--- config.mk ---
export PLATFORM = sky130hd
export DESIGN_NAME = star_field_ctrl_flat
export DESIGN_NICKNAME = d
export VERILOG_FILES = /design/src/rtl/star_field_ctrl_pkg.sv /design/src/rtl/star_field_ctrl_if.sv /design/src/rtl/star_slot.sv /design/src/rtl/star_field_ctrl.sv /design/src/flat_wrapper.sv
export SDC_FILE = /design/constraint.sdc
export NUM_CORES = 1
export LEC_CHECK = 0
export CAP_MARGIN = 20
export CORE_UTILIZATION = 53
export DETAILED_ROUTE_END_ITERATION = 16
export PLACE_DENSITY_LB_ADDON = 0.15
export SKIP_CTS_REPAIR_TIMING = 1
export SYNTH_ARGS = -nofsm -noshare
export SYNTH_HDL_FRONTEND = slang
export SYNTH_SLANG_ARGS = --single-unit
--- constraint.sdc ---
create_clock -name clk -period 3.1 [get_ports clk]
set_input_delay 0.31 -clock clk [delete_from_list [all_inputs] [get_ports clk]]
set_output_delay 0.31 -clock clk [all_outputs]
set_load 0.005 [all_outputs]
--- src/rtl/star_field_ctrl_pkg.sv ---
// Shared types and constants for the star field controller.
// Holds the per-star state encoding, screen geometry and the frame-counter width helper.
package star_pkg;

    typedef enum logic [1:0] {
        EMPTY  = 2'd0,
        ACTIVE = 2'd1,
        BLINK  = 2'd2
    } star_state_t;

    localparam int unsigned SCREEN_W = 576;
    localparam int unsigned SCREEN_H = 480;
    localparam int unsigned COORD_W  = 11;
    localparam int unsigned COUNT_W  = 4;

    // Counter must hold the largest phase length; keep at least 3 bits so bit 2 exists for blinking.
    function automatic int unsigned cnt_width(input int unsigned a, input int unsigned b,
                                              input int unsigned c);
        int unsigned m;
        int unsigned w;
        m = a;
        if (b > m) m = b;
        if (c > m) m = c;
        w = int'($clog2(m + 1));
        return (w < 3) ? 3 : w;
    endfunction

endpackage

--- src/rtl/star_field_ctrl_if.sv ---
// Bundle of frame timing, random inputs, collision inputs and per-star outputs.
// The game-side driver uses master, the controller uses slave.
interface star_field_ctrl_if #(
    parameter int unsigned N_STARS = 4
);
    import star_pkg::*;

    logic                       startOfFrame;
    logic                       enable;
    logic [COORD_W-1:0]         randomX;
    logic [COORD_W-1:0]         randomY;
    logic [N_STARS-1:0]         collision;
    logic signed [COORD_W-1:0]  topLeftX [N_STARS];
    logic signed [COORD_W-1:0]  topLeftY [N_STARS];
    logic [N_STARS-1:0]         visible;
    logic [N_STARS-1:0]         collectPulse;
    logic [COUNT_W-1:0]         activeCount;

    modport master (
        output startOfFrame, enable, randomX, randomY, collision,
        input  topLeftX, topLeftY, visible, collectPulse, activeCount
    );

    modport slave (
        input  startOfFrame, enable, randomX, randomY, collision,
        output topLeftX, topLeftY, visible, collectPulse, activeCount
    );

endinterface

--- src/rtl/star_slot.sv ---
// One star: EMPTY/ACTIVE/BLINK state machine, shared frame counter and latched position.
// ready_c flags that this slot may take the next spawn.
module star_slot
    import star_pkg::*;
#(
    parameter int unsigned LIFETIME_FRAMES = 180,
    parameter int unsigned BLINK_FRAMES    = 16,
    parameter int unsigned RESPAWN_FRAMES  = 60,
    parameter int unsigned INITIAL_X       = 392,
    parameter int unsigned INITIAL_Y       = 228
) (
    input  logic                      clk,
    input  logic                      resetN,
    input  logic                      startOfFrame,
    input  logic                      enable,
    input  logic                      spawn,
    input  logic                      collision,
    input  logic [COORD_W-1:0]        spawnX,
    input  logic [COORD_W-1:0]        spawnY,
    output star_state_t               state,
    output logic                      ready_c,
    output logic                      visible,
    output logic                      collectPulse,
    output logic signed [COORD_W-1:0] topLeftX,
    output logic signed [COORD_W-1:0] topLeftY
);

    localparam int unsigned CW = cnt_width(LIFETIME_FRAMES, BLINK_FRAMES, RESPAWN_FRAMES);

    star_state_t               state_d;
    logic [CW-1:0]             cnt;
    logic [CW-1:0]             cnt_d;
    logic [CW-1:0]             cnt_dec;
    logic                      last_frame;
    logic                      visible_d;
    logic                      pulse_d;
    logic signed [COORD_W-1:0] x_d;
    logic signed [COORD_W-1:0] y_d;

    assign ready_c    = (state == EMPTY) && (cnt == '0);
    assign cnt_dec    = (cnt == '0) ? '0 : cnt - CW'(1);
    assign last_frame = (cnt <= CW'(1));

    always_ff @(posedge clk or negedge resetN) begin
        if (!resetN) begin
            state        <= EMPTY;
            cnt          <= '0;
            topLeftX     <= COORD_W'(INITIAL_X);
            topLeftY     <= COORD_W'(INITIAL_Y);
            visible      <= 1'b0;
            collectPulse <= 1'b0;
        end else begin
            state        <= state_d;
            cnt          <= cnt_d;
            topLeftX     <= x_d;
            topLeftY     <= y_d;
            visible      <= visible_d;
            collectPulse <= pulse_d;
        end
    end

    // Collision in ACTIVE takes priority over a same-cycle lifetime expiry.
    always_comb begin
        state_d = state;
        cnt_d   = cnt;
        x_d     = topLeftX;
        y_d     = topLeftY;
        pulse_d = 1'b0;
        if (enable) begin
            unique case (state)
                EMPTY: begin
                    if (spawn) begin
                        state_d = ACTIVE;
                        cnt_d   = CW'(LIFETIME_FRAMES);
                        x_d     = $signed(spawnX);
                        y_d     = $signed(spawnY);
                    end else if (startOfFrame) begin
                        cnt_d = cnt_dec;
                    end
                end
                ACTIVE: begin
                    if (collision) begin
                        state_d = BLINK;
                        cnt_d   = CW'(BLINK_FRAMES);
                        pulse_d = 1'b1;
                    end else if (startOfFrame) begin
                        if (last_frame) begin
                            state_d = EMPTY;
                            cnt_d   = CW'(RESPAWN_FRAMES);
                        end else begin
                            cnt_d = cnt_dec;
                        end
                    end
                end
                BLINK: begin
                    if (startOfFrame) begin
                        if (last_frame) begin
                            state_d = EMPTY;
                            cnt_d   = CW'(RESPAWN_FRAMES);
                        end else begin
                            cnt_d = cnt_dec;
                        end
                    end
                end
                default: begin
                    state_d = EMPTY;
                    cnt_d   = '0;
                end
            endcase
        end
        visible_d = (state_d == ACTIVE) || ((state_d == BLINK) && cnt_d[2]);
    end

endmodule

--- src/rtl/star_field_ctrl.sv ---
// Multi-star controller: clamps random spawn positions, grants one spawn per frame to the
// lowest-index free slot and reports how many stars are currently collectible.
module star_field_ctrl
    import star_pkg::*;
#(
    parameter int unsigned N_STARS         = 4,
    parameter int unsigned OBJ_SIZE        = 32,
    parameter int unsigned X_MAX           = SCREEN_W - OBJ_SIZE - 1,
    parameter int unsigned Y_MAX           = SCREEN_H - OBJ_SIZE - 1,
    parameter int unsigned INITIAL_X       = 392,
    parameter int unsigned INITIAL_Y       = 228,
    parameter int unsigned LIFETIME_FRAMES = 180,
    parameter int unsigned BLINK_FRAMES    = 16,
    parameter int unsigned RESPAWN_FRAMES  = 60
) (
    input logic              clk,
    input logic              resetN,
    star_field_ctrl_if.slave bus
);

    logic [COORD_W-1:0]        clamp_x_c;
    logic [COORD_W-1:0]        clamp_y_c;
    logic [N_STARS-1:0]        ready_c;
    logic [N_STARS-1:0]        spawn_c;
    logic [N_STARS-1:0]        active_c;
    logic [N_STARS-1:0]        vis;
    logic [N_STARS-1:0]        pulse;
    logic signed [COORD_W-1:0] pos_x [N_STARS];
    logic signed [COORD_W-1:0] pos_y [N_STARS];
    star_state_t               state [N_STARS];
    logic [COUNT_W-1:0]        active_cnt;
    logic [COUNT_W-1:0]        active_cnt_c;

    assign clamp_x_c = (bus.randomX > COORD_W'(X_MAX)) ? COORD_W'(X_MAX) : bus.randomX;
    assign clamp_y_c = (bus.randomY > COORD_W'(Y_MAX)) ? COORD_W'(Y_MAX) : bus.randomY;

    // Isolate the lowest set ready bit so at most one slot spawns per frame.
    assign spawn_c = {N_STARS{bus.startOfFrame & bus.enable}} & ready_c & (~ready_c + 1'b1);

    for (genvar g = 0; g < N_STARS; g++) begin : g_slot
        star_slot #(
            .LIFETIME_FRAMES (LIFETIME_FRAMES),
            .BLINK_FRAMES    (BLINK_FRAMES),
            .RESPAWN_FRAMES  (RESPAWN_FRAMES),
            .INITIAL_X       (INITIAL_X),
            .INITIAL_Y       (INITIAL_Y)
        ) u_slot (
            .clk          (clk),
            .resetN       (resetN),
            .startOfFrame (bus.startOfFrame),
            .enable       (bus.enable),
            .spawn        (spawn_c[g]),
            .collision    (bus.collision[g]),
            .spawnX       (clamp_x_c),
            .spawnY       (clamp_y_c),
            .state        (state[g]),
            .ready_c      (ready_c[g]),
            .visible      (vis[g]),
            .collectPulse (pulse[g]),
            .topLeftX     (pos_x[g]),
            .topLeftY     (pos_y[g])
        );
        assign active_c[g] = (state[g] == ACTIVE);
    end

    always_comb begin
        active_cnt_c = '0;
        for (int i = 0; i < N_STARS; i++) begin
            active_cnt_c = active_cnt_c + COUNT_W'(active_c[i]);
        end
    end

    always_ff @(posedge clk or negedge resetN) begin
        if (!resetN) active_cnt <= '0;
        else         active_cnt <= active_cnt_c;
    end

    assign bus.topLeftX     = pos_x;
    assign bus.topLeftY     = pos_y;
    assign bus.visible      = vis;
    assign bus.collectPulse = pulse;
    assign bus.activeCount  = active_cnt;

endmodule

--- src/flat_wrapper.sv ---
// flat-port wrapper written by rule: the top's interface ports become plain ports
module star_field_ctrl_flat import star_pkg::*;
#(
    parameter int unsigned N_STARS         = 4,
    parameter int unsigned OBJ_SIZE        = 32,
    parameter int unsigned X_MAX           = SCREEN_W - OBJ_SIZE - 1,
    parameter int unsigned Y_MAX           = SCREEN_H - OBJ_SIZE - 1,
    parameter int unsigned INITIAL_X       = 392,
    parameter int unsigned INITIAL_Y       = 228,
    parameter int unsigned LIFETIME_FRAMES = 180,
    parameter int unsigned BLINK_FRAMES    = 16,
    parameter int unsigned RESPAWN_FRAMES  = 60
)
  (clk, resetN, bus_startOfFrame, bus_enable, bus_randomX, bus_randomY, bus_collision, bus_topLeftX, bus_topLeftY, bus_visible, bus_collectPulse, bus_activeCount);
  star_field_ctrl_if #(.N_STARS(N_STARS)) bus_i ();
  input logic clk;
  input logic resetN;
  input wire logic [$bits(bus_i.startOfFrame)-1:0] bus_startOfFrame;
  input wire logic [$bits(bus_i.enable)-1:0] bus_enable;
  input wire logic [$bits(bus_i.randomX)-1:0] bus_randomX;
  input wire logic [$bits(bus_i.randomY)-1:0] bus_randomY;
  input wire logic [$bits(bus_i.collision)-1:0] bus_collision;
  output wire logic [$bits(bus_i.topLeftX)-1:0] bus_topLeftX;
  output wire logic [$bits(bus_i.topLeftY)-1:0] bus_topLeftY;
  output wire logic [$bits(bus_i.visible)-1:0] bus_visible;
  output wire logic [$bits(bus_i.collectPulse)-1:0] bus_collectPulse;
  output wire logic [$bits(bus_i.activeCount)-1:0] bus_activeCount;
  assign bus_i.startOfFrame = bus_startOfFrame;
  assign bus_i.enable = bus_enable;
  assign bus_i.randomX = bus_randomX;
  assign bus_i.randomY = bus_randomY;
  assign bus_i.collision = bus_collision;
  assign bus_topLeftX = {>>{bus_i.topLeftX}};
  assign bus_topLeftY = {>>{bus_i.topLeftY}};
  assign bus_visible = bus_i.visible;
  assign bus_collectPulse = bus_i.collectPulse;
  assign bus_activeCount = bus_i.activeCount;
  star_field_ctrl #(.N_STARS(N_STARS), .OBJ_SIZE(OBJ_SIZE), .X_MAX(X_MAX), .Y_MAX(Y_MAX), .INITIAL_X(INITIAL_X), .INITIAL_Y(INITIAL_Y), .LIFETIME_FRAMES(LIFETIME_FRAMES), .BLINK_FRAMES(BLINK_FRAMES), .RESPAWN_FRAMES(RESPAWN_FRAMES)) u_core (.clk(clk), .resetN(resetN), .bus(bus_i));
endmodule
==> out/metrics.cfg <==
[grt]
grt_max_degree = 68
grt_antenna_before_repair = 0
grt.overflow.total = 0
grt_pass1_vias = 5855
grt_pass1_wl_um = 29300
grtUsageTotal = 0.281

[synth]
syn-cell-area_um2 = 6990
yosys_most_used_dff = dfrtp_1
ys_types = 82
yosys_warnings = 0
async_reset_ff_frac = 1.00
synth_edf_count = 0
syn_avg_cell_area_um2 = 9.41
synth_cells = 743
synth_seq_cells = 139
yosys-top-cells-count = dfrtp_1 (111), nand2_1 (108), o21ai_0 (96)
synth-seq-area-share = 0.503
yosysMostFrequentCell = dfrtp_1
synth.area.top_cells = dfrtp_1 (40%), dfstp_2 (11%), o21ai_0 (6.9%), nand2_1 (5.8%), nor2_1 (3.2%)
synth_nets = 789
synth_top_area_share = 0.397
synth_top_cell_by_area = dfrtp_1

[clocking]
cts_root_buffer = clkbuf_16
cts.sinks = 139
clk_pin_slew_ns = 0.06
clockBufferDepth = 2
numCtsBuffers = 17
cts_max_level = 4
cts_tree = done
clkLatencyLatePin_ns = 0.42

[timing]
fmax_mhz = 348
min_period_ns = 2.88
skew_ns = 0.00800
setup_viol = 0
finalHoldViolCount = 0
worst_slew_pin_slew_ns = 0.621
fin_crit_sh = 0.928
rsz0062_at_grt = no
relSlewSlack = 0.574
finalSetupTns_ns = 0
final-max-slew-violation-count = 0

[power_and_ir_drop]
vdd_drop_max_v = 0.000613
power_w = 0.00895
leakagePower_nw = 3.93
power_density_nw_per_um2 = 994

[worst_setup_path]
cp_num_buf_inv = 0
slowest_delay_ns = 0.50
startpoint_type = flop
path_delay_family = simple AND/OR/NAND/NOR gates
end_kind = flop
cpMostUsedCell = nor2b_1
critPathKind = flop to flop
cp_cell_sequence = nor4_4 > nand3_1 > ha_1 > nor3b_1 > nand4_1 > nor2b_1 > a311oi_2 > nor2b_1 > mux2_2
path_max_fanout = 9
required_ns = 3.41
slowest_stage = dfrtp_1
critPathArrivalTime_ns = 3.18

[place]
hpwl_um = 12900
port_buffers = 128
gp_congestion = 0.949

[finish]
drive_above_1_share = 0.131
antenna-diode-count = 0
fin_nets = 908
final_core_util = 0.708
fillers = 1017
syn2layout_area_growth_pct = 28.8

[floorplan]
num_io_pins = 130
die_h_um = 117
dieArea_um2 = 13700
coreArea_um2 = 12700
fp-row-count = 41
fp.dieW_um = 117
initial_core_util = 0.549

[drt]
final_antenna_net_count = 0
num_vias = 6055
drt_iter0_drc = 552
wl_um = 18300
viasPerCell = 5.78
wl_per_cell_um = 17.5
drc = 0
drtPass1Iterations = 5

[status]
outcome = finished clean

[hold_path]
hold_class = input port to asynchronous set/reset pin

[flow_run]
cap_violations = 0

cell families after synthesis:
group                    share of synthesized area
XOR/XNOR                                    0.0100
buffers and inverters                       0.0474
other                                     0.000537
adder cells (fa/ha/maj)                     0.0297
multiplexers                                0.0107
AND/OR/NAND/NOR                              0.199
AO/OA/AOI/OAI                                0.200
flip-flops                                   0.503
cell usage in the layout, fill, tap and decap left out, types with 16 or more instances in the layout:
master           synthesis  final
nand2_1                108    108
and2_1                  16     16
o21ai_0                 96     96
inv_1                   22     22
nor2_1                  60     60
clkdlybuf4s50_1          0    127
a21oi_1                 42     42
clkbuf_16                0     17
buf_4                   11     18
dfstp_2                 28     28
dfrtp_1                111    111
state kept, by name, indices dropped and copies added (netlist names):
name,cells
u_core.g_slot.u_slot.topLeftX,44
u_core.g_slot.u_slot.topLeftY,44
u_core.g_slot.u_slot.cnt,32
u_core.g_slot.u_slot.state,8
u_core.g_slot.u_slot.collectPulse,4
u_core.g_slot.u_slot.visible,4
u_core.bus.activeCount,3
cell type report:
cell class | instances | area [um2] | area share
Clock inverter | 15 | 156 | 0.0174
Clock buffer | 17 | 425 | 0.0473
Tap cell | 172 | 215 | 0.0239
Inverter | 22 | 82.6 | 0.00917
Multi-Input combinational cell | 535 | 3180 | 0.353
Timing Repair Buffer | 147 | 1430 | 0.159
Sequential cell | 139 | 3510 | 0.390
per-stage QoR:
stage               instance area [um2]  hold slack, ns  instances  setup slack [ns]
global placement                   8390           0.327       1014             0.295
detailed placement                 8390           0.327       1014             0.178
CTS                                8970          -0.115       1046             0.175
finish                             9000           0.432       1047             0.223
floorplan                          6990          0.0144        743             0.526
global route                       9000           0.486       1047            0.0409
final timing paths:
path / from / cells after the start / endpoint / slack (ns)
setup / recovery: u_core.g_slot[0].u_slot.cnt[2] / 9 / u_core.g_slot[1].u_slot.visible / 0.22
hold / removal: resetN / 2 / u_core.g_slot[0].u_slot.state[1] / 0.43
setup reg to reg: u_core.g_slot[0].u_slot.cnt[2] / 9 / u_core.g_slot[1].u_slot.visible / 0.22
hold reg to reg: u_core.g_slot[3].u_slot.topLeftX[4] / 2 / u_core.g_slot[3].u_slot.topLeftX[4] / 0.48
max in group asynchronous: resetN / 3 / u_core.g_slot[1].u_slot.cnt[0] / 1.81
min in group clk: u_core.g_slot[3].u_slot.topLeftX[4] / 2 / u_core.g_slot[3].u_slot.topLeftX[4] / 0.48
routing by layer:
metal / routed length (um) / part of all wire / vias to the layer above / track usage
met5: 0 / 0 / - / 0
met4: 318 / 0.017 / 0 / 0.0962
met3: 927 / 0.051 / 23 / 0.0664
met2: 9100 / 0.50 / 193 / 0.469
met1: 7940 / 0.43 / 2990 / 0.362
li1: - / - / 2849 / -
report_power, final:
group          internal (W)  switching [W]  total (W)
registers           0.00257       0.000608    0.00318
clock network       0.00113       0.000850    0.00198
logic               0.00192        0.00187    0.00379
Power figures use the tool's default switching activity.
